`src/rtl/verisynth_pkg.sv`:
```
// Shared types and tables for the polyphonic voice allocator.
package verisynth_pkg;

  localparam int unsigned NUM_VOICES = 8;
  localparam int unsigned VoiceIdxW  = $clog2(NUM_VOICES);

  typedef enum logic [1:0] {
    StIdle,
    StAttack,
    StSustain,
    StRelease
  } voice_state_e;

  typedef logic [3:0] note_t;

  typedef struct packed {
    logic  valid;
    note_t note;
  } note_lookup_t;

  // PS/2 set-2 scancode to note index (0 = C4 .. 12 = C5).
  function automatic note_lookup_t scancode_to_note(input logic [7:0] sc);
    note_lookup_t r;
    r.valid = 1'b1;
    case (sc)
      8'h1C:   r.note = 4'd0;
      8'h1D:   r.note = 4'd1;
      8'h1B:   r.note = 4'd2;
      8'h24:   r.note = 4'd3;
      8'h23:   r.note = 4'd4;
      8'h2B:   r.note = 4'd5;
      8'h2C:   r.note = 4'd6;
      8'h34:   r.note = 4'd7;
      8'h35:   r.note = 4'd8;
      8'h33:   r.note = 4'd9;
      8'h3C:   r.note = 4'd10;
      8'h3B:   r.note = 4'd11;
      8'h42:   r.note = 4'd12;
      default: begin
        r.valid = 1'b0;
        r.note  = 4'd0;
      end
    endcase
    return r;
  endfunction

  // Equal-tempered pitch, A4 = 440 Hz, unsigned Q16.16.
  function automatic logic [31:0] base_freq(input note_t n);
    case (n)
      4'd0:    return 32'h0105A025;
      4'd1:    return 32'h01152EC1;
      4'd2:    return 32'h0125AA2E;
      4'd3:    return 32'h01372082;
      4'd4:    return 32'h0149A0A8;
      4'd5:    return 32'h015D3A6D;
      4'd6:    return 32'h0171FE92;
      4'd7:    return 32'h0187FED5;
      4'd8:    return 32'h019F4E01;
      4'd9:    return 32'h01B80000;
      4'd10:   return 32'h01D229EC;
      4'd11:   return 32'h01EDE220;
      4'd12:   return 32'h020B404A;
      default: return 32'h0;
    endcase
  endfunction

  // Octave shift: left for positive octaves, truncating right for negative ones.
  function automatic logic [31:0] scale_octave(input logic [31:0] base,
                                               input logic signed [2:0] oct);
    case (oct)
      3'sd1:   return base << 1;
      3'sd2:   return base << 2;
      -3'sd1:  return base >> 1;
      -3'sd2:  return base >> 2;
      default: return base;
    endcase
  endfunction

endpackage

```
`src/rtl/voice_envelope.sv`:
```
// One voice: key/note register plus linear attack/release envelope.
module voice_envelope
  import verisynth_pkg::*;
#(
  parameter logic [15:0] ATTACK_STEP  = 16'h0800,
  parameter logic [15:0] RELEASE_STEP = 16'h0200
) (
  input  logic         clk_i,
  input  logic         rst_ni,
  input  logic         tick_i,
  input  logic         load_i,
  input  note_t        note_i,
  input  logic         release_i,
  output voice_state_e state_o,
  output note_t        note_o,
  output logic [15:0]  level_o
);

  voice_state_e state_q;
  note_t        note_q;
  logic [15:0]  level_q;
  logic [16:0]  attack_sum;
  logic [15:0]  attack_lvl;
  logic [15:0]  release_lvl;

  // Saturating next levels for a tick.
  always_comb begin
    attack_sum  = {1'b0, level_q} + {1'b0, ATTACK_STEP};
    attack_lvl  = attack_sum[16] ? 16'hFFFF : attack_sum[15:0];
    release_lvl = (level_q > RELEASE_STEP) ? (level_q - RELEASE_STEP) : 16'h0000;
  end

  // Envelope FSM; a key event in the same cycle as a tick suppresses the tick.
  always_ff @(posedge clk_i or negedge rst_ni) begin
    if (!rst_ni) begin
      state_q <= StIdle;
      note_q  <= '0;
      level_q <= '0;
    end else if (load_i) begin
      state_q <= StAttack;
      note_q  <= note_i;
      level_q <= '0;
    end else if (release_i) begin
      if (state_q == StAttack || state_q == StSustain) state_q <= StRelease;
    end else if (tick_i) begin
      case (state_q)
        StAttack: begin
          level_q <= attack_lvl;
          if (attack_lvl == 16'hFFFF) state_q <= StSustain;
        end
        StRelease: begin
          level_q <= release_lvl;
          if (release_lvl == 16'h0000) state_q <= StIdle;
        end
        default: ;
      endcase
    end
  end

  assign state_o = state_q;
  assign note_o  = note_q;
  assign level_o = level_q;

endmodule

```
`src/rtl/voice_allocator.sv`:
```
// PS/2 key events -> 8 polyphonic voices with octave shift and 1 ms envelopes.
module voice_allocator
  import verisynth_pkg::*;
#(
  parameter int unsigned CLK_HZ       = 1536000,
  parameter logic [15:0] ATTACK_STEP  = 16'h0800,
  parameter logic [15:0] RELEASE_STEP = 16'h0200
) (
  input  logic                         clk,
  input  logic                         reset_n,
  input  logic [10:0]                  ps2_key,
  output logic [NUM_VOICES-1:0][31:0]  frequencies,
  output logic [NUM_VOICES-1:0][31:0]  voice_volumes,
  output logic signed [2:0]            octave
);

  localparam int unsigned TickDiv = CLK_HZ / 1000;
  localparam int unsigned TickW   = (TickDiv > 1) ? $clog2(TickDiv) : 1;

  logic                        toggle_q;
  logic [TickW-1:0]            tick_cnt_q;
  logic [VoiceIdxW-1:0]        steal_ptr_q;
  logic signed [2:0]           octave_q;
  logic [NUM_VOICES-1:0][31:0] freq_q, freq_d;
  logic [NUM_VOICES-1:0][31:0] vol_q, vol_d;

  logic                        tick;
  logic                        key_valid;
  logic                        pressed;
  logic                        note_evt;
  note_lookup_t                key_note;
  logic                        oct_dn, oct_up;

  voice_state_e                v_state [NUM_VOICES];
  note_t                       v_note  [NUM_VOICES];
  logic [15:0]                 v_level [NUM_VOICES];

  logic [NUM_VOICES-1:0]       held;
  logic                        any_held;
  logic [VoiceIdxW-1:0]        alloc_idx;
  logic                        alloc_steal;
  logic                        do_alloc;
  logic [NUM_VOICES-1:0]       load;
  logic [NUM_VOICES-1:0]       rel_req;

  // An event is any change of the toggle bit; extended-prefix keys are never used.
  assign key_valid = (ps2_key[10] ^ toggle_q) & ~ps2_key[8];
  assign pressed   = ps2_key[9];
  assign key_note  = scancode_to_note(ps2_key[7:0]);
  assign note_evt  = key_valid & key_note.valid;
  assign oct_dn    = key_valid & pressed & (ps2_key[7:0] == 8'h1A);
  assign oct_up    = key_valid & pressed & (ps2_key[7:0] == 8'h22);
  assign tick      = (tick_cnt_q == TickW'(TickDiv - 1));

  // Which voices currently hold the event's note as a sounding (not releasing) key.
  always_comb begin
    held = '0;
    for (int i = 0; i < NUM_VOICES; i++) begin
      held[i] = (v_state[i] == StAttack || v_state[i] == StSustain) &&
                (v_note[i] == key_note.note);
    end
  end
  assign any_held = |held;

  // Victim choice: lowest idle, else lowest releasing, else round-robin steal.
  always_comb begin
    alloc_idx   = steal_ptr_q;
    alloc_steal = 1'b1;
    for (int i = NUM_VOICES - 1; i >= 0; i--) begin
      if (v_state[i] == StRelease) begin
        alloc_idx   = VoiceIdxW'(i);
        alloc_steal = 1'b0;
      end
    end
    for (int i = NUM_VOICES - 1; i >= 0; i--) begin
      if (v_state[i] == StIdle) begin
        alloc_idx   = VoiceIdxW'(i);
        alloc_steal = 1'b0;
      end
    end
  end

  // Typematic repeats of a sounding key must not spawn a second voice.
  assign do_alloc = note_evt & pressed & ~any_held;

  // Per-voice load and release strobes.
  always_comb begin
    load    = '0;
    rel_req = '0;
    for (int i = 0; i < NUM_VOICES; i++) begin
      load[i]    = do_alloc && (alloc_idx == VoiceIdxW'(i));
      rel_req[i] = note_evt && !pressed && held[i];
    end
  end

  for (genvar gi = 0; gi < NUM_VOICES; gi++) begin : g_voice
    voice_envelope #(
      .ATTACK_STEP  (ATTACK_STEP),
      .RELEASE_STEP (RELEASE_STEP)
    ) u_env (
      .clk_i     (clk),
      .rst_ni    (reset_n),
      .tick_i    (tick),
      .load_i    (load[gi]),
      .note_i    (key_note.note),
      .release_i (rel_req[gi]),
      .state_o   (v_state[gi]),
      .note_o    (v_note[gi]),
      .level_o   (v_level[gi])
    );
  end

  // Control state: event toggle, ms tick divider, steal pointer, octave.
  always_ff @(posedge clk or negedge reset_n) begin
    if (!reset_n) begin
      toggle_q    <= 1'b0;
      tick_cnt_q  <= '0;
      steal_ptr_q <= '0;
      octave_q    <= '0;
    end else begin
      toggle_q   <= ps2_key[10];
      tick_cnt_q <= tick ? '0 : tick_cnt_q + TickW'(1);
      if (do_alloc && alloc_steal) steal_ptr_q <= steal_ptr_q + VoiceIdxW'(1);
      if (oct_dn && octave_q > -3'sd2) octave_q <= octave_q - 3'sd1;
      else if (oct_up && octave_q < 3'sd2) octave_q <= octave_q + 3'sd1;
    end
  end

  // Idle voices are silent with zero pitch; releasing voices keep their pitch.
  always_comb begin
    freq_d = '0;
    vol_d  = '0;
    for (int i = 0; i < NUM_VOICES; i++) begin
      if (v_state[i] != StIdle) begin
        freq_d[i] = scale_octave(base_freq(v_note[i]), octave_q);
        vol_d[i]  = {16'h0000, v_level[i]};
      end
    end
  end

  // Output registers.
  always_ff @(posedge clk or negedge reset_n) begin
    if (!reset_n) begin
      freq_q <= '0;
      vol_q  <= '0;
    end else begin
      freq_q <= freq_d;
      vol_q  <= vol_d;
    end
  end

  assign frequencies   = freq_q;
  assign voice_volumes = vol_q;
  assign octave        = octave_q;

endmodule

```
`config.mk`:
```
export PLATFORM = sky130hd
export DESIGN_NAME = voice_allocator
export DESIGN_NICKNAME = d
export VERILOG_FILES = /design/src/rtl/verisynth_pkg.sv /design/src/rtl/voice_envelope.sv /design/src/rtl/voice_allocator.sv
export SDC_FILE = /design/constraint.sdc
export NUM_CORES = 2
export LEC_CHECK = 0
export BUFFER_PORTS_ARGS = -buffer_cell sky130_fd_sc_hd__buf_2
export CAP_MARGIN = 15
export CORE_MARGIN = 2
export CORE_UTILIZATION = 40
export DETAILED_ROUTE_END_ITERATION = 8
export SLEW_MARGIN = 20
export SYNTH_ARGS = -nofsm -noshare
export SYNTH_HDL_FRONTEND = slang
export SYNTH_MEMORY_MAX_BITS = 65536
export SYNTH_SLANG_ARGS = --single-unit
```
`constraint.sdc`:
```
create_clock -name clk -period 3 [get_ports clk]
set_input_delay 0.15 -clock clk [delete_from_list [all_inputs] [get_ports clk]]
set_output_delay 0.15 -clock clk [all_outputs]
set_load 0.03 [all_outputs]
```
==> impl_results.md <==
- First-pass GRT wire length: 195000 µm
- Via density: 5.86
- M1 WL: 52100 µm
- Final Hold Vio Count: 0
- Met2 Wirelength: 59700 µm
- WP data arrival: 3390 ps
- Commonest non-fill, non-tap cell in the layout: dfrtp_1
- Clock buffer depth: 3
- Vias in the first global route: 32200
- Clock sinks: 546
- IO Pins: 528
- CP Launch Type: register
- Syn. warnings: 0
- CP most frequent cell: buf_4
- Layout Utilization: 47.2%
- Routability cong.: 0.946
- Die width: 303 µm
- Post-synth cell types: 103
- CTS tree: built
- Worst-Margin Slew: 903 ps
- Total gr overflow: 0
- Worst clock skew: 18.3 ps
- Max stage delay on crit path: 410 ps
- Synthesized area: 35700 µm²
- Area of the multi-input gates: 19700 µm²
- RR Startpoint: g_voice[6].u_env.state_o[0]
- Final Cell Area: 41700 µm²
- Initial Util: 40.4%
- WP buf/inv: 3
- Dpl hpwl: 92100 µm
- Initial antenna violation count: 11
- Area Overhead vs Synth: 16.9%
- Die area: 91700 µm²
- Kind of cell adding the most delay to the critical path: compound AO/OA/AOI/OAI gates
- R2R depth: 12
- GR Util All Layers: 27.2%
- Post-route ant nets: 0
- Root Buffer: clkbuf_16
- Relative slew slack: 39.8%
- F_max: 350 MHz
- Worst Setup EP: g_voice[1].u_env.note_o[0]
- Kind of critical path: register to register
- CP startpoint: g_voice[6].u_env.state_o[0]
- Slowest-stage cell, CP: dfrtp_1
- CP Data Required Time: 3540 ps
- Final WL: 129000 µm
- R2r setup slk: 140 ps
- Most frequent cells in the layout: dfrtp_1, nor2_1, a21oi_1
- Rows: 109
- Crit path capture type: register
- Die Ht: 303 µm
- Drt first-iter violations: 3552
- Share of layout cells above drive strength 1: 19.3%
- Syn Area/Cell: 8.32 µm²
- Reg clk slew, reported paths: 70 ps
- Final-stage net count: 4792
- Area after DPL: 39500 µm²
- DR pass1 iterations: 6
- Core Area: 88400 µm²
- Asr flop ratio synth: 100%
- Status: finished clean
- Fill cells: 8623
- FF/Latch Area: 13700 µm²
- FF+latch count, synth: 546
- Maximum VDD drop: 0.459 mV
- DRC Markers: 0
- Final setup viols: 0
- Met3 Routed Length: 12300 µm
- Final max-slew violation count: 0
- Reg-to-Reg End: g_voice[1].u_env.note_o[0]
- CP Max Fanout: 6
- Post-synth EDFFs: 0
- Lkg Pwr: 19.4 nW
- Max-cap violations: 0
- Routed vias: 34300
- H-tree Lvls: 2
- Clock Latency Late Sink: 660 ps
- Port Buffer Count: 367
- Avg WL per Cell: 22.0 µm
- Fin crit period: 2860 ps
- Worst Hold Class: input port to asynchronous set/reset pin
- PwrDens: 407 nW/µm²
- Mapped Cells: 4293
- CTS buffer count: 59
- WP depth: 12
- Unrepaired setup endpoints after global routing: no
- DR top layer: met5
- Final Cycle Share: 95.2%
- Sequential area share after synthesis: 38.3%
- Worst-path cell chain: ha_1, buf_4, o21bai_1, a21oi_1, o21ai_0, a21oi_1, buf_4, o21ai_2, or3_1, nor3_4, buf_4, mux2_2
- Largest net degree at the start of global routing: 192
- Top FF cell, synth: dfrtp_1
worst min path at each step:
stage                      endpoint  slack, ps  depth (start not counted)
floorplan            frequencies[0]       -150                          0
detailed placement  frequencies[27]        270                          1
global placement    frequencies[27]        270                          1
finish              frequencies[27]        160                          2
CTS                        toggle_q        120                          2
global route               toggle_q        150                          2
metal layers:
| metal | vias up | track usage [%] |
|---|---|---|
| li1 | 15800 | - |
| met4 | 14 | 10.1 |
| met2 | 1757 | 43.4 |
| met5 | - | 0 |
| met1 | 16500 | 35.9 |
| met3 | 275 | 6.29 |
report_power, final:
| part | total, mW | internal, mW | switching, mW |
|---|---|---|---|
| Clock | 8.15 | 4.96 | 3.19 |
| Combinational | 1.37 | 0.332 | 1.03 |
| Sequential | 7.47 | 7.43 | 0.0433 |
| Total | 17.0 | 12.7 | 4.26 |
Yosys cell counts, types with 26 or more instances:
cell type / count / area share, %
xnor2_1: 59 / 1.4
nor4_1: 27 / 0.47
a31oi_1: 34 / 0.60
a221oi_1: 54 / 1.3
mux2_2: 40 / 1.3
inv_1: 100 / 1.1
a22oi_1: 66 / 1.4
a21oi_1: 457 / 6.4
buf_1: 40 / 0.42
mux2i_1: 35 / 0.98
nand2b_1: 33 / 0.58
nand4_1: 30 / 0.53
o21ai_0: 305 / 4.3
ha_1: 130 / 4.6
nor2b_1: 109 / 1.9
a2bb2oi_1: 46 / 1.1
xor2_1: 26 / 0.64
dfrtp_1: 546 / 38
clkbuf_1: 291 / 3.1
buf_4: 174 / 3.7
o211ai_1: 27 / 0.57
nand3_1: 70 / 0.98
o22ai_1: 133 / 2.3
a211oi_1: 110 / 2.3
nand2_1: 325 / 3.4
nor3_1: 128 / 1.8
nor2_1: 534 / 5.6
flip-flops by register name, indices dropped and copies added (netlist names):
| register | count |
|---|---|
| steal_ptr_q | 3 |
| frequencies | 224 |
| g_voice.u_env.note_o | 32 |
| voice_volumes | 128 |
| octave | 3 |
| tick_cnt_q | 11 |
| g_voice.u_env.level_o | 128 |
| toggle_q | 1 |
| g_voice.u_env.state_o | 16 |
metrics by stage:
step | setup TNS, ps | hold WS [ps] | worst slack [ps] | total power, mW | instances
2_1_floorplan | 0 | -146 | 17.5 | 8.59 | 4452
3_3_place_gp | -1630 | 271 | -53.3 | 8.95 | 5749
3_5_place_dp | -8500 | 275 | -138 | 8.96 | 5749
4_1_cts | 0 | 117 | 90.1 | 17.2 | 5859
5_1_grt | 0 | 149 | 18.2 | 17.6 | 5861
6_report | 0 | 158 | 143 | 17.0 | 5861
logic make-up after synthesis:
group	count (synthesis)	synth area share, %
AOI/OAI and AO/OA	1412	24.7
xor gates and xnor gates	87	2.18
adders and majority gates	131	4.61
buffers and inverters	628	8.62
DFF	546	38.3
muxes	91	2.97
other	1	0.0105
and+or+nand+nor	1397	18.6
cell type report:
type	count	area share, %
inverters	105	0.947
clock inverters	31	1.25
clock buffers	77	3.99
diodes	1	0.00600
flip-flops and latches	546	32.8
well taps	1165	3.49
repair buffers	658	10.3
multi-input cells	3278	47.2
worst register-to-register path, cell delays in order, from the launching register on:
cell      delay [ps]
dfrtp_1          410
ha_1             270
buf_4            170
o21bai_1         150
a21oi_1          200
o21ai_0          100
a21oi_1          140
buf_4            170
o21ai_2           60
or3_1            360
nor3_4           190
buf_4            180
mux2_2           340
repair_timing:
| item | in CTS | in global routing |
|---|---|---|
| buffers inserted | 0 | 1 |
| endpoints found under the setup margin | 1 | 76 |
| hold buffers | 2 | 0 |
| pin swaps | 0 | 3 |
| cloned | 0 | 0 |
| resized for setup | 1 | 10 |
| hold endpoints to repair | 70 | 0 |
No activity file was read; power rests on OpenSTA's default activity.
